[config.mk]
export PLATFORM = sky130hd
export DESIGN_NAME = uart_tx_wrapped
export DESIGN_NICKNAME = d
export VERILOG_FILES = /design/src/rtl/uart_tx_wrapped.sv
export SDC_FILE = /design/constraint.sdc
export NUM_CORES = 1
export LEC_CHECK = 0
export CORE_MARGIN = 1
export CORE_UTILIZATION = 35
export DETAILED_ROUTE_END_ITERATION = 8
export GPL_TIMING_DRIVEN = 0
export PLACE_DENSITY = 0.53
export SYNTH_ARGS = -nofsm -noshare
export SYNTH_HDL_FRONTEND = slang
export SYNTH_SLANG_ARGS = --single-unit
[constraint.sdc]
create_clock -name i_clk -period 6.59 [get_ports i_clk]
set_input_delay 1.318 -clock i_clk [delete_from_list [all_inputs] [get_ports i_clk]]
set_output_delay 1.318 -clock i_clk [all_outputs]
set_load 0.01 [all_outputs]
[src/rtl/uart_tx_wrapped.sv]
// uart_tx_wrapped
//   Bus-attached UART transmitter: a byte FIFO fed by register writes,
//   drained by an 8N1 serializer.
//
//   Register map (addr[1:0] ignored):
//     0x0 DATA   W: push wdata[7:0] (dropped and ovf set when full)
//                R: reads 0
//     0x4 STATUS R: {16'b0, level[7:0], 4'b0, ovf, empty, full, busy}
//                W: wdata[3]=1 clears ovf
//     0x8/0xC    reads 0, writes ignored
//
//   Ports:
//     i_clk    clock, rising edge
//     i_rst    synchronous active-high reset
//     i_req    bus request, held until o_ack
//     i_we     1 = write, 0 = read
//     i_addr   byte offset
//     i_wdata  write data
//     o_rdata  read data, non-zero only in the ack cycle
//     o_ack    one-cycle completion pulse
//     o_tx     serial output, idle high, driven from a flop
module uart_tx_wrapped #(
  parameter int CLKS_PER_BIT = 234,
  parameter int DEPTH        = 8
) (
  input  logic        i_clk,
  input  logic        i_rst,
  input  logic        i_req,
  input  logic        i_we,
  input  logic [3:0]  i_addr,
  input  logic [31:0] i_wdata,
  output logic [31:0] o_rdata,
  output logic        o_ack,
  output logic        o_tx
);

  localparam int AW = $clog2(DEPTH);
  localparam int CW = $clog2(CLKS_PER_BIT + 1);
  localparam logic [CW-1:0] CNT_LOAD = CW'(CLKS_PER_BIT - 1);

  localparam logic [1:0] S_IDLE  = 2'd0;
  localparam logic [1:0] S_START = 2'd1;
  localparam logic [1:0] S_DATA  = 2'd2;
  localparam logic [1:0] S_STOP  = 2'd3;

  logic [7:0]    r_mem [DEPTH];
  logic [AW:0]   r_wptr, r_rptr;
  logic          r_ovf;
  logic          r_ack;
  logic [31:0]   r_rdata;
  logic [1:0]    r_state;
  logic [CW-1:0] r_cnt;
  logic [2:0]    r_bit;
  logic [7:0]    r_shift;
  logic          r_tx;

  logic [AW:0]   w_level;
  logic          w_empty, w_full, w_busy;
  logic          w_txn, w_sel_data, w_sel_stat;
  logic          w_wr_data, w_push, w_pop;
  logic          w_ovf_clr;
  logic [31:0]   w_status;
  logic          w_tx_nxt;
  logic          w_unused;

  // Pointers carry one extra wrap bit so full and empty are distinct.
  assign w_level = r_wptr - r_rptr;
  assign w_empty = (w_level == '0);
  assign w_full  = (w_level == (AW+1)'(DEPTH));
  assign w_busy  = (r_state != S_IDLE);

  // A request seen during the ack cycle is the tail of the previous
  // transaction, not a new one; a request during reset is ignored.
  assign w_txn      = i_req & ~r_ack & ~i_rst;
  assign w_sel_data = (i_addr[3:2] == 2'b00);
  assign w_sel_stat = (i_addr[3:2] == 2'b01);
  assign w_wr_data  = w_txn & i_we & w_sel_data;
  // Full is judged on occupancy before the edge, so a pop in the same
  // cycle never frees a slot for this push.
  assign w_push     = w_wr_data & ~w_full;
  assign w_pop      = (r_state == S_IDLE) & ~w_empty;
  assign w_ovf_clr  = w_txn & i_we & w_sel_stat & i_wdata[3];

  assign w_status = {16'b0, {(7-AW){1'b0}}, w_level, 4'b0,
                     r_ovf, w_empty, w_full, w_busy};

  always_comb begin
    w_tx_nxt = 1'b1;
    case (r_state)
      S_START: w_tx_nxt = 1'b0;
      S_DATA:  w_tx_nxt = r_shift[0];
      default: w_tx_nxt = 1'b1;
    endcase
  end

  always_ff @(posedge i_clk) begin
    if (w_push) r_mem[r_wptr[AW-1:0]] <= i_wdata[7:0];
  end

  always_ff @(posedge i_clk) begin
    if (i_rst) begin
      r_wptr  <= '0;
      r_rptr  <= '0;
      r_ovf   <= 1'b0;
      r_ack   <= 1'b0;
      r_rdata <= '0;
      r_state <= S_IDLE;
      r_cnt   <= '0;
      r_bit   <= '0;
      r_shift <= '0;
      r_tx    <= 1'b1;
    end else begin
      r_ack   <= w_txn;
      r_rdata <= (w_txn & ~i_we & w_sel_stat) ? w_status : 32'd0;
      r_tx    <= w_tx_nxt;

      if (w_push) r_wptr <= r_wptr + 1'b1;

      if (w_wr_data & w_full) r_ovf <= 1'b1;
      else if (w_ovf_clr)     r_ovf <= 1'b0;

      case (r_state)
        S_IDLE: begin
          if (w_pop) begin
            r_shift <= r_mem[r_rptr[AW-1:0]];
            r_rptr  <= r_rptr + 1'b1;
            r_cnt   <= CNT_LOAD;
            r_state <= S_START;
          end
        end
        S_START: begin
          if (r_cnt == '0) begin
            r_cnt   <= CNT_LOAD;
            r_bit   <= '0;
            r_state <= S_DATA;
          end else begin
            r_cnt <= r_cnt - 1'b1;
          end
        end
        S_DATA: begin
          if (r_cnt == '0) begin
            r_cnt   <= CNT_LOAD;
            r_shift <= {1'b0, r_shift[7:1]};
            if (r_bit == 3'd7) r_state <= S_STOP;
            else               r_bit   <= r_bit + 1'b1;
          end else begin
            r_cnt <= r_cnt - 1'b1;
          end
        end
        S_STOP: begin
          if (r_cnt == '0) r_state <= S_IDLE;
          else             r_cnt   <= r_cnt - 1'b1;
        end
        default: r_state <= S_IDLE;
      endcase
    end
  end

  // Byte-offset low bits and upper write-data bits carry no meaning.
  assign w_unused = ^{i_addr[1:0], i_wdata[31:8]};

  assign o_ack   = r_ack;
  assign o_rdata = r_rdata;
  assign o_tx    = r_tx;

endmodule

* After elaboration in Yosys (flattened, before gate mapping) *
Memory sizes are Yosys's and may differ from the RTL's. A register that Yosys moved wholly into a read port is not among the register bits.
Index checks and enable logic that the tools add are counted.

storage, ports and cells
  register bits after elaboration = 64
  memory bits (writable) = 64
  output and inout port bits = 34
  word-level logic and storage cells = 86
  memories kept = 1

memory list
  memory  words  width  read ports  clocked after Yosys merged registers in  write ports  RTL line  RTL
  r_mem   8      8      1           1                                        1            46        logic [7:0] r_mem [DEPTH];

cells by class
  add/sub/neg operators = 5
  eq/ne operators = 13
  multiplexer cells = 24
  bitwise operators = 17
  reductions and logical operators = 15

operator list
  cell                   count
  $mux W8                5
  $pmux W8 S3            1
  $pmux W8 S2            1
  $mux W3                5
  $ne A2 B2 Y1 const B   7
  $and A1 B1 Y1          11
  $mux W2                5
  $add A4 B1 Y4 const B  2
  $logic_not A8 Y1       1
  $pmux W2 S4            1
  $reduce_bool A2 Y1     4
  $sub A8 B1 Y8 const B  1
  $not A1 Y1             6
  $pmux W3 S2            1
  $reduce_and A5 Y1      1
  $eq A2 B1 Y1 const B   2
  $eq A2 B2 Y1 const B   2
  $eq A4 B4 Y1 const B   1
  $logic_not A2 Y1       2
  $logic_not A4 Y1       1
  $mux W1                4
  $reduce_and A2 Y1      2
  $reduce_and A4 Y1      1
  $reduce_or A2 Y1       2
  5 further kinds        5

* Depth between registers and ports, before layout *
  depth after elaboration = 8
  depth in mapped cells = 10

* Worst setup path before layout *
OpenSTA, ideal clock, no wires.

  path kind = input port to flip-flop
  start point = in i_rst
  end point = mem r_mem[0][0], enable pin
  setup time = 0.395 ns
  arrival = 2.949 ns
  slack = 3.247 ns
  cell stages on the path = 6
  cell sequence = clkbuf_2 > nor3b_4 > nand3b_1 > nor2_1 > nand2_1 > nor4_1

on the way
  cells in the longest elaborated chain, start to end = 7

ends and longest elaborated chain
  item                           RTL line  RTL
  start: declaration             27        input logic i_rst,
  $not A1 Y1                     74        assign w_txn = i_req & ~r_ack & ~i_rst;
  $and A1 B1 Y1                  74
  $and A1 B1 Y1 (2 in series)    77        assign w_wr_data = w_txn & i_we & w_sel_data;
  $and A1 B1 Y1                  80        assign w_push = w_wr_data & ~w_full;
  $mux W1                        97        if (w_push) r_mem[r_wptr[AW-1:0]] <= i_wdata[7:0];
  $mux W1 (not written as such)  97
  end: declaration               46

No other way between the ends.

* Worst setup path after layout *
  start point = in i_req
  end point = mem r_mem[4][4], enable pin

on the way
  cells in the longest elaborated chain, start to end = 7

ends and longest elaborated chain
  item                           RTL line  RTL
  start: declaration             28        input logic i_req,
  $and A1 B1 Y1 (2 in series)    74
  $and A1 B1 Y1 (2 in series)    77
  $and A1 B1 Y1                  80
  $mux W1                        97
  $mux W1 (not written as such)  97

No other way between the ends.

==> impl_metrics.yaml <==
status:
  status: "finished, final reports clean"
layout:
  stdcell_count: 617
  regArea_mm2: 0.002783
  antenna_cells: 0
  utilization_pct: 42.31
  nFillCells: 1252
  drive_gt1_share_pct: 17.46
  fin_nets: 490
  stdcell_area_mm2: 0.005603
  area_delta_synth_final_pct: 18.34
  multi_input_area_mm2: 0.001760
cts:
  clock_path_buffers: 2
  clock_sinks: 107
  root_buffer: "clkbuf_16"
  ctsHoldBuffers: 0
  cts_tree: "yes"
  cts_setup_buffers: 0
  htreeDepth: 3
  clk_pin_slew_worst_paths_ns: 0.07
  cts_buffers: 9
  cts-resized-gates: 0
  clock_latency_ns: 0.35
pwr:
  powerDensity_mw_per_mm2: 354.6
  p_comb_share_pct: 31.2
  peakVddDrop_mv: 0.1954
  switchingPower_uw: 659.4
  p_sw_share_pct: 33.19
  clockPowerShare_pct: 27.9
  power.internal_mw: 1.327
  power.leakage_nw: 1.999
  power_frac_seq_pct: 40.9
placement:
  io_buffers: 22
  dp_cells: 601
  place_area_mm2: 0.005295
  gp_congestion: 0.7705
  dpl.hpwl_um: 6817
sta:
  period_share_pct: 53.73
  rsz0062_at_grt: "no"
  slew_headroom_pct: 35.23
  worst_pin_slew_ns: 0.9679
  fin_setup_tns_ns: 0
  clock.fmax_ghz: 0.2824
  finalMaxSlewViolations: 0
  min_period_ns: 3.541
  hold_viol: 0
  finalSetupViolations: 0
  finClkSkew_ns: 0.008471
floorplan:
  die_x_um: 118.3
  die_area_mm2: 0.01400
  core_mm2: 0.01324
  ioPinCount: 74
  start_util_pct: 35.75
  fp-row-count: 42
  die_h_um: 118.3
setup_path:
  cp_max_fo: 5
  r2r_end: "r_mem[4][4]$_DFFE_PP_"
  endpoint_kind: "flip-flop"
  crit_family: "simple AND/OR/NAND/NOR gates"
  cp_cell_sequence: "clkdlybuf4s50_1, nor3b_4, nand3b_1, nor2_1, nand2_1, nor3_1, buf_2"
  crit_end: "r_mem[4][4]$_DFFE_PP_"
  cp.depth: 7
  worstPathArrival_ns: 3.59
  rrSetupSlack_ns: 3.37
  worstPathRequired_ns: 6.64
  startpoint: "i_req"
  worstSetupStartpointType: "primary input"
  critPathBufInv: 2
  path_class: "in2reg"
  slowest_delay_ns: 0.60
  r2r_cells: 10
  r2r-start: "r_wptr[0]$_SDFFE_PP0P_"
  crit_path_top_delay_cell: "nor3_1"
min_path:
  hold_path_class: "reg2reg"
logic_synthesis:
  syn_avg_cell_area_um2: 12.56
  synth_cell_types: 53
  synth_edf_count: 64
  yosys_warnings: 0
  synthFlopType: "edfxtp_1"
  async_reset_ff_share_pct: 0
  synth-seq-cells: 107
  yosysSeqAreaShare_pct: 58.77
  syn_area_mm2: 0.004735
  synth_cells: 377
route:
  drtAntennaViolNets: 0
  vias: 3035
  drt-initial-drc-count: 145
  wl_per_cell_um: 15.31
  drc_errors: 0
  first_pass_iters: 4
  finalWirelength_um: 9444
  routed_via_density: 4.919
grt:
  grt_overflow: 0
  grt_max_degree: 20
  antenna_found_initial: 0
  grt_pass1_vias: 3036
  track_usage_pct: 14.60
  grt_pass1_wl_um: 15570
run:
  maxCapViolCount: 0
## cells by family after synthesis
kind of cell	after synthesis	synth area share, %
AO/OA/AOI/OAI	67	9.541
XOR/XNOR	6	1.110
adder cells (fa/ha/maj)	14	3.858
buffers and inverters	53	6.210
flip-flops	107	58.77
multiplexers	19	8.245
other	1	0.07921
AND/OR/NAND/NOR	110	12.18
## area by class of cell
class / count / share of cell area (%)
buffer: 37 / 4.176
inverter: 16 / 1.072
clock inverter: 6 / 1.407
multi-input combinational: 240 / 31.42
sequential: 107 / 49.67
tap: 176 / 3.930
clock buffer: 10 / 4.087
timing repair buffer: 25 / 4.243
## synthesized netlist by cell type (all sizes together) (2+ instances only)
cell	n	area share, %
edfxtp	64	41
dfxtp	43	18
nor2	34	2.7
buf	29	4.3
a21oi	24	2.6
nand3	18	1.9
inv	16	1.3
mux4	16	7.6
nand2	14	1.1
ha	13	3.4
nor3	11	1.2
o41ai	9	1.7
clkbuf	8	0.66
o21ai	8	0.85
or3	8	1.2
o22ai	7	0.92
and3	5	0.77
o31ai	5	0.79
nor4	4	0.66
xor2	4	0.74
a211oi	3	0.48
mux2i	3	0.63
or2	3	0.40
or4	3	0.48
nand3b	2	0.32
nor3b	2	0.56
o211ai	2	0.32
xnor2	2	0.37
## worst min path at each step
stage / end / from / cells after the start / slack (ns)
after floorplan: o_rdata[3]$_SDFF_PP0_ / r_ovf$_SDFFE_PP0P_ / 2 / 0.43
after global placement: r_bit[2]$_SDFFE_PP0P_ / r_bit[2]$_SDFFE_PP0P_ / 2 / 0.45
after detailed placement: o_rdata[3]$_SDFF_PP0_ / r_ovf$_SDFFE_PP0P_ / 2 / 0.45
after CTS: o_rdata[3]$_SDFF_PP0_ / r_ovf$_SDFFE_PP0P_ / 2 / 0.46
after global routing: r_shift[7]$_SDFFE_PP0P_ / r_shift[7]$_SDFFE_PP0P_ / 2 / 0.48
final: o_rdata[3]$_SDFF_PP0_ / r_ovf$_SDFFE_PP0P_ / 2 / 0.46
## worst reg2reg max path, stage by stage (launching register included)
cell and delay, ns:
dfxtp_1 0.39, inv_1 0.15, ha_1 0.19, inv_1 0.06, fa_1 0.37, xnor2_1 0.18, and3_1 0.22, nand3_1 0.22
nand2_1 0.21, nor3_1 0.60, buf_2 0.32
## power groups by stage
stage | Combinational [mW] | Clock, mW | Sequential [mW]
floorplan | 0.480 | 0 | 0.816
global placement | 0.615 | 0 | 0.827
detailed placement | 0.620 | 0 | 0.828
CTS | 0.624 | 0.563 | 0.813
global route | 0.696 | 0.592 | 0.823
finish | 0.620 | 0.554 | 0.813
## metal layers
layer | global-route usage, % | up-vias | part of all wire [%]
li1 | - | 1501 | -
met1 | 18.84 | 1474 | 48
met2 | 24.15 | 52 | 49
met3 | 2.799 | 8 | 2.5
met4 | 5.769 | 0 | 1.3
met5 | 0 | - | 0
## cells in the final DEF, fill, tap and decap left out, types with 2 or more instances in the layout
cell,count
buf_2,5
nand2_1,14
mux4_2,16
inv_1,16
inv_8,2
or2_2,3
and3_1,4
xor2_1,4
buf_4,25
a21oi_1,23
o22ai_1,7
nand3_1,18
o211ai_1,2
nor3_1,9
nor4_2,2
nand3b_1,2
xnor2_1,2
buf_1,2
mux2i_1,3
or3_1,7
o41ai_1,9
ha_1,13
o31ai_1,5
or4_1,3
nor3_2,2
clkdlybuf4s50_1,22
dfxtp_1,43
a211oi_1,3
edfxtp_1,64
inv_6,2
clkbuf_16,9
o21ai_0,8
nor2_1,34
nor4_1,2
clkbuf_1,8
conb_1,24
## sequential cells by signal, indices dropped and copies added, names as in the netlist, 2 cells and up, named ones only
name / count
r_mem: 64
o_rdata: 8
r_cnt: 8
r_shift: 8
r_rptr: 4
r_wptr: 4
r_bit: 3
r_state: 2
## stage by stage
| stage | setup WS [ns] | hold slack, ns | power, mW |
|---|---|---|---|
| detailed placement | 2.670 | 0.4503 | 1.448 |
| global route | 2.861 | 0.4772 | 2.111 |
| CTS | 3.027 | 0.4610 | 2.001 |
| finish | 3.049 | 0.4602 | 1.987 |
| global placement | 1.968 | 0.4452 | 1.442 |
| floorplan | 3.247 | 0.4306 | 1.295 |
(Power assumes the default switching activity.)
